## src/rtl/pc_fetch.sv

```systemverilog
// Program-counter stage: holds the PC, issues fetch requests with valid/ready and selects PC+4 or
// the redirect target. Optional macro PC_MISALIGN_TRAP_EN sends misaligned targets to TRAP_VECTOR.
module pc_fetch #(
   parameter logic [31:0] RESET_PC    = 32'h0000_0000,
   parameter logic [31:0] TRAP_VECTOR = 32'h0000_0100
) (
   input  logic        clk_i,
   input  logic        rst_ni,
   input  logic        pc_src_i,
   input  logic [31:0] target_i,
   input  logic        stall_i,
   input  logic        fetch_ready_i,
   output logic        fetch_valid_o,
   output logic [31:0] pc_o,
   output logic [31:0] pc_plus4_o,
   output logic [31:0] fetch_count_o,
   output logic        misalign_o
);

   typedef enum logic [1:0] {StIdle, StFetch, StHold} state_e;

   state_e      state_q, state_d;
   logic [31:0] pc_q, pc_d;
   logic [31:0] count_q, count_d;
   logic        misalign_q, misalign_d;
   logic        handshake;
   logic [31:0] redirect_pc;
   logic        redirect_misalign;

`ifdef PC_MISALIGN_TRAP_EN
   assign redirect_misalign = |target_i[1:0];
   assign redirect_pc       = redirect_misalign ? TRAP_VECTOR : target_i;
`else
   logic [33:0] unused_trap;
   assign unused_trap       = {TRAP_VECTOR, target_i[1:0]};
   assign redirect_misalign = 1'b0;
   assign redirect_pc       = {target_i[31:2], 2'b00};
`endif

   assign fetch_valid_o = (state_q == StFetch);
   assign pc_o          = pc_q;
   assign pc_plus4_o    = pc_q + 32'd4;
   assign fetch_count_o = count_q;
   assign misalign_o    = misalign_q;
   assign handshake     = fetch_valid_o & fetch_ready_i;

   always_comb begin
      state_d    = state_q;
      pc_d       = pc_q;
      count_d    = count_q;
      misalign_d = 1'b0;

      // A redirect coinciding with acceptance still counts the accepted fetch.
      if (handshake) begin
         count_d = count_q + 32'd1;
      end

      if (pc_src_i) begin
         pc_d       = redirect_pc;
         misalign_d = redirect_misalign;
      end else if (handshake) begin
         pc_d = pc_plus4_o;
      end

      unique case (state_q)
         StIdle, StHold: begin
            state_d = stall_i ? StHold : StFetch;
         end
         StFetch: begin
            // Stall cannot withdraw an outstanding request.
            if (pc_src_i || handshake) begin
               state_d = stall_i ? StHold : StFetch;
            end
         end
         default: begin
            state_d = StIdle;
         end
      endcase
   end

   always_ff @(posedge clk_i) begin
      if (!rst_ni) begin
         state_q    <= StIdle;
         pc_q       <= RESET_PC;
         count_q    <= 32'd0;
         misalign_q <= 1'b0;
      end else begin
         state_q    <= state_d;
         pc_q       <= pc_d;
         count_q    <= count_d;
         misalign_q <= misalign_d;
      end
   end

endmodule

```

## config.mk

```make
export PLATFORM = sky130hd
export DESIGN_NAME = pc_fetch
export DESIGN_NICKNAME = d
export VERILOG_FILES = /design/src/rtl/pc_fetch.sv
export SDC_FILE = /design/constraint.sdc
export NUM_CORES = 1
export LEC_CHECK = 0
export BUFFER_PORTS_ARGS = -buffer_cell sky130_fd_sc_hd__buf_2
export CAP_MARGIN = 15
export CELL_PAD_IN_SITES_DETAIL_PLACEMENT = 0
export CELL_PAD_IN_SITES_GLOBAL_PLACEMENT = 1
export CORE_ASPECT_RATIO = 0.9
export CORE_UTILIZATION = 36
export DETAILED_ROUTE_END_ITERATION = 6
export HOLD_SLACK_MARGIN = 0.15
export PLACE_DENSITY_LB_ADDON = 0.1
export SYNTH_ARGS = -nofsm -noshare
export SYNTH_HDL_FRONTEND = slang
export SYNTH_SLANG_ARGS = --single-unit
```

## constraint.sdc

```tcl
create_clock -name clk_i -period 2.6 [get_ports clk_i]
set_clock_uncertainty 0.05 [all_clocks]
set_input_delay 0.52 -clock clk_i [delete_from_list [all_inputs] [get_ports clk_i]]
set_output_delay 0.52 -clock clk_i [all_outputs]
set_load 0.01 [all_outputs]
```

==> impl_metrics.toml <==
[finish]
design_area_um2 = 5142
drive_gt1_frac = 0.3248
fin_nets = 663
regArea_um2 = 1295
n_fill_cell = 1055
area_growth_pct = 34.01
multiInputGateArea_um2 = 2424

[critical_path]
endpoint_kind = "primary output"
worstSetupStartpointType = "register"
worstSetupPathType = "reg2out"
arrival_ps = 1970
critical-path-max-stage-delay_ps = 610
path_max_fanout = 4
cp.required_ps = 2030
cp_slowest_cell = "or4_4"
crit_path_cell_trace = "ha_4, nand3_4, or4_4, nor2_2, xor2_1, buf_2"

[cts]
numCtsBuffers = 9
clk_path_buf_depth = 2
root_buffer = "clkbuf_16"
htreeDepth = 3
clock_sinks = 64
clk_pin_slew_ps = 60
clock_latency_ps = 330
ctsHoldBuffers = 0
cts_tree = "yes"

[route]
vias_per_cell = 5.584
top_layer_used = "met4"
ant_nets = 0
wl_per_cell_um = 16.09
drtPass1Iterations = 5
via_count = 4233
drc_errors = 0
drtIter0Drc = 198
wl_met3_um = 717
met2_length_mm = 5.379
wl_met1_mm = 5.978
wl_mm = 12.20

[yosys]
synth_ff_type = "dfxtp_1"
ys_seq_area_frac = 0.3339
ys_ff_latch = 64
synth_area_per_cell_um2 = 7.912
synthCells = 485
synth_edf_count = 0
synth_area_um2 = 3837
ys_types = 48
async_flop_share = 0
yosys_warnings = 0

[sta]
fmax_mhz = 393.9
slew_violations = 0
hold_viol = 0
worst_pin_slew_ps = 566.4
worst_slack_ps = 61.01
fin_crit_sh = 0.9765
rsz0062_at_grt = "true"
setup_violations = 0
whs_ps = 350.9
relSlewSlack = 0.6213
fin_crit_ps = 2539

[die]
core_um2 = 10290
die_w_um = 110.8
initial_utilization = 0.3729
dieHeight_um = 99.95
dieArea_um2 = 11080
ios = 135
num_rows = 35

[global_route]
grt_usage = 0.2156
grt_pass1_wl_mm = 19.21
grt_pass1_vias = 3717
overflow = 0
antenna_found_initial = 1
grt_max_degree = 52

[worst_hold_path]
hold_class = "in2reg"

[placement]
portBuffers = 127
gp_congestion = 0.7725
place_area_um2 = 4682
dp_hpwl_mm = 8.509
dp_slack_ps = 190.9

[power]
cellPowerDensity_nw_per_um2 = 494.1
power_leakage_nw = 2.029
vdd_drop_max_mv = 0.2142
power_w = 0.002541

[status]
status = "completed"

[run]
cap_violations = 0
[where the power goes]
group / total, W / internal (W) / switching, W
clock network: 0.00113 / 0.000689 / 0.000444
registers: 0.00107 / 0.00102 / 0.0000483
logic: 0.000342 / 0.000154 / 0.000188
[through the flow]
stage	util	TNS (ps)	std cells
after floorplan	-	0	489
after global placement	0.4550	0	733
after detailed placement	0.4550	0	733
after CTS	0.4861	0	749
after global routing	0.4995	-11.67	757
final	0.4997	0	758
[final cells by class]
| class | instances | area share |
|---|---|---|
| multi-input combinational | 371 | 0.4713 |
| sequential | 64 | 0.2518 |
| timing repair buffer | 163 | 0.1808 |
| clock buffer | 12 | 0.04988 |
| tap | 129 | 0.03139 |
| inverter | 15 | 0.01095 |
| clock inverter | 3 | 0.003406 |
| antenna | 1 | 0.0004866 |
[worst max-delay path: cells and delay by family (launching register included)]
kind	cells	cell delay (ps)
flops	1	370
xor+xnor	1	150
buf+inv	1	150
fa+ha+maj	1	160
simple gates	3	820
[flip-flops by register name, summed over array words and instances (netlist names)]
register       flops
fetch_count_o     32
pc_o              30
state_q            2
[placed cells by master (no fill, tap or decap), types with 8 or more instances in the layout]
cell / instances
a21oi_1: 28
a31oi_1: 13
and3_1: 8
and4_1: 8
buf_2: 127
buf_4: 34
clkbuf_16: 9
dfxtp_1: 57
inv_1: 14
nand2_1: 32
nand3_1: 21
nand4_1: 24
nor2_1: 22
nor3_1: 12
nor4_1: 8
o21ai_0: 31
o31ai_1: 20
or3_1: 14
or4_1: 23
xnor2_1: 28
xor2_1: 15
[cell families (layout without fill, tap and decap cells)]
kind of cell,Yosys count,after routing,share of synthesized area
AO/OA/AOI/OAI,118,118,0.1979
XOR/XNOR,43,43,0.09814
adder cells (fa/ha/maj),2,2,0.006520
buffers and inverters,54,193,0.05901
flip-flops,64,64,0.3339
multiplexers,1,1,0.002609
other,1,6,0.0009772
AND/OR/NAND/NOR,202,202,0.3009
[routing by layer]
layer / vias up / GRT usage
met5: - / 0
met4: 0 / 0.06359
met3: 11 / 0.05012
met2: 119 / 0.3344
met1: 2003 / 0.2984
li1: 2100 / -
[cells in the mapped netlist (2+ instances only)]
master    instances  area, um2
a31o_2            4      35.03
a311oi_1          5      43.79
xnor2_1          28      245.2
o311ai_0          3      26.28
nor4_1           10      62.56
a211oi_1          2      15.01
xor2_1           15      131.4
nand4_2           2      25.02
clkbuf_1         30      112.6
or4_1            25      187.7
nor3_1           14      70.07
buf_2             3      15.01
o21ai_0          31      155.2
buf_4             5      37.54
o2111a_1          2      22.52
nand3_1          22      110.1
o311a_1           2      20.02
o31ai_1          20      150.1
a31oi_1          13      81.33
and3_1            8      50.05
ha_1              2      25.02
nor2_1           26      97.59
nor2b_1           3      18.77
dfxtp_1          64       1281
and4_1            8      70.07
o41ai_1           3      26.28
nand2b_1          7      43.79
inv_1            14      52.55
nand4_1          24      150.1
or3_1            14      87.58
a21oi_1          28      140.1
nand2_1          32      120.1
[final timing paths]
kind,start,endpoint,slack (ps),cells past startpoint
setup / recovery,pc_o[3]$_SDFFE_PN0P_,pc_plus4_o[20],60,6
hold / removal,stall_i,state_q[0]$_SDFFE_PN0P_,350,2
setup reg to reg,fetch_count_o[11]$_SDFFE_PN0P_,fetch_count_o[28]$_SDFFE_PN0P_,410,4
hold reg to reg,fetch_count_o[31]$_SDFFE_PN0P_,fetch_count_o[31]$_SDFFE_PN0P_,420,2
[repair_timing]
item                       in CTS  in global routing
hold endpoints to repair        0                  0
resized for setup               9                 17
setup endpoints to repair       7                 16
pin swaps                       1                  6
buffers inserted                1                  7
Power figures use the tool's default switching activity.
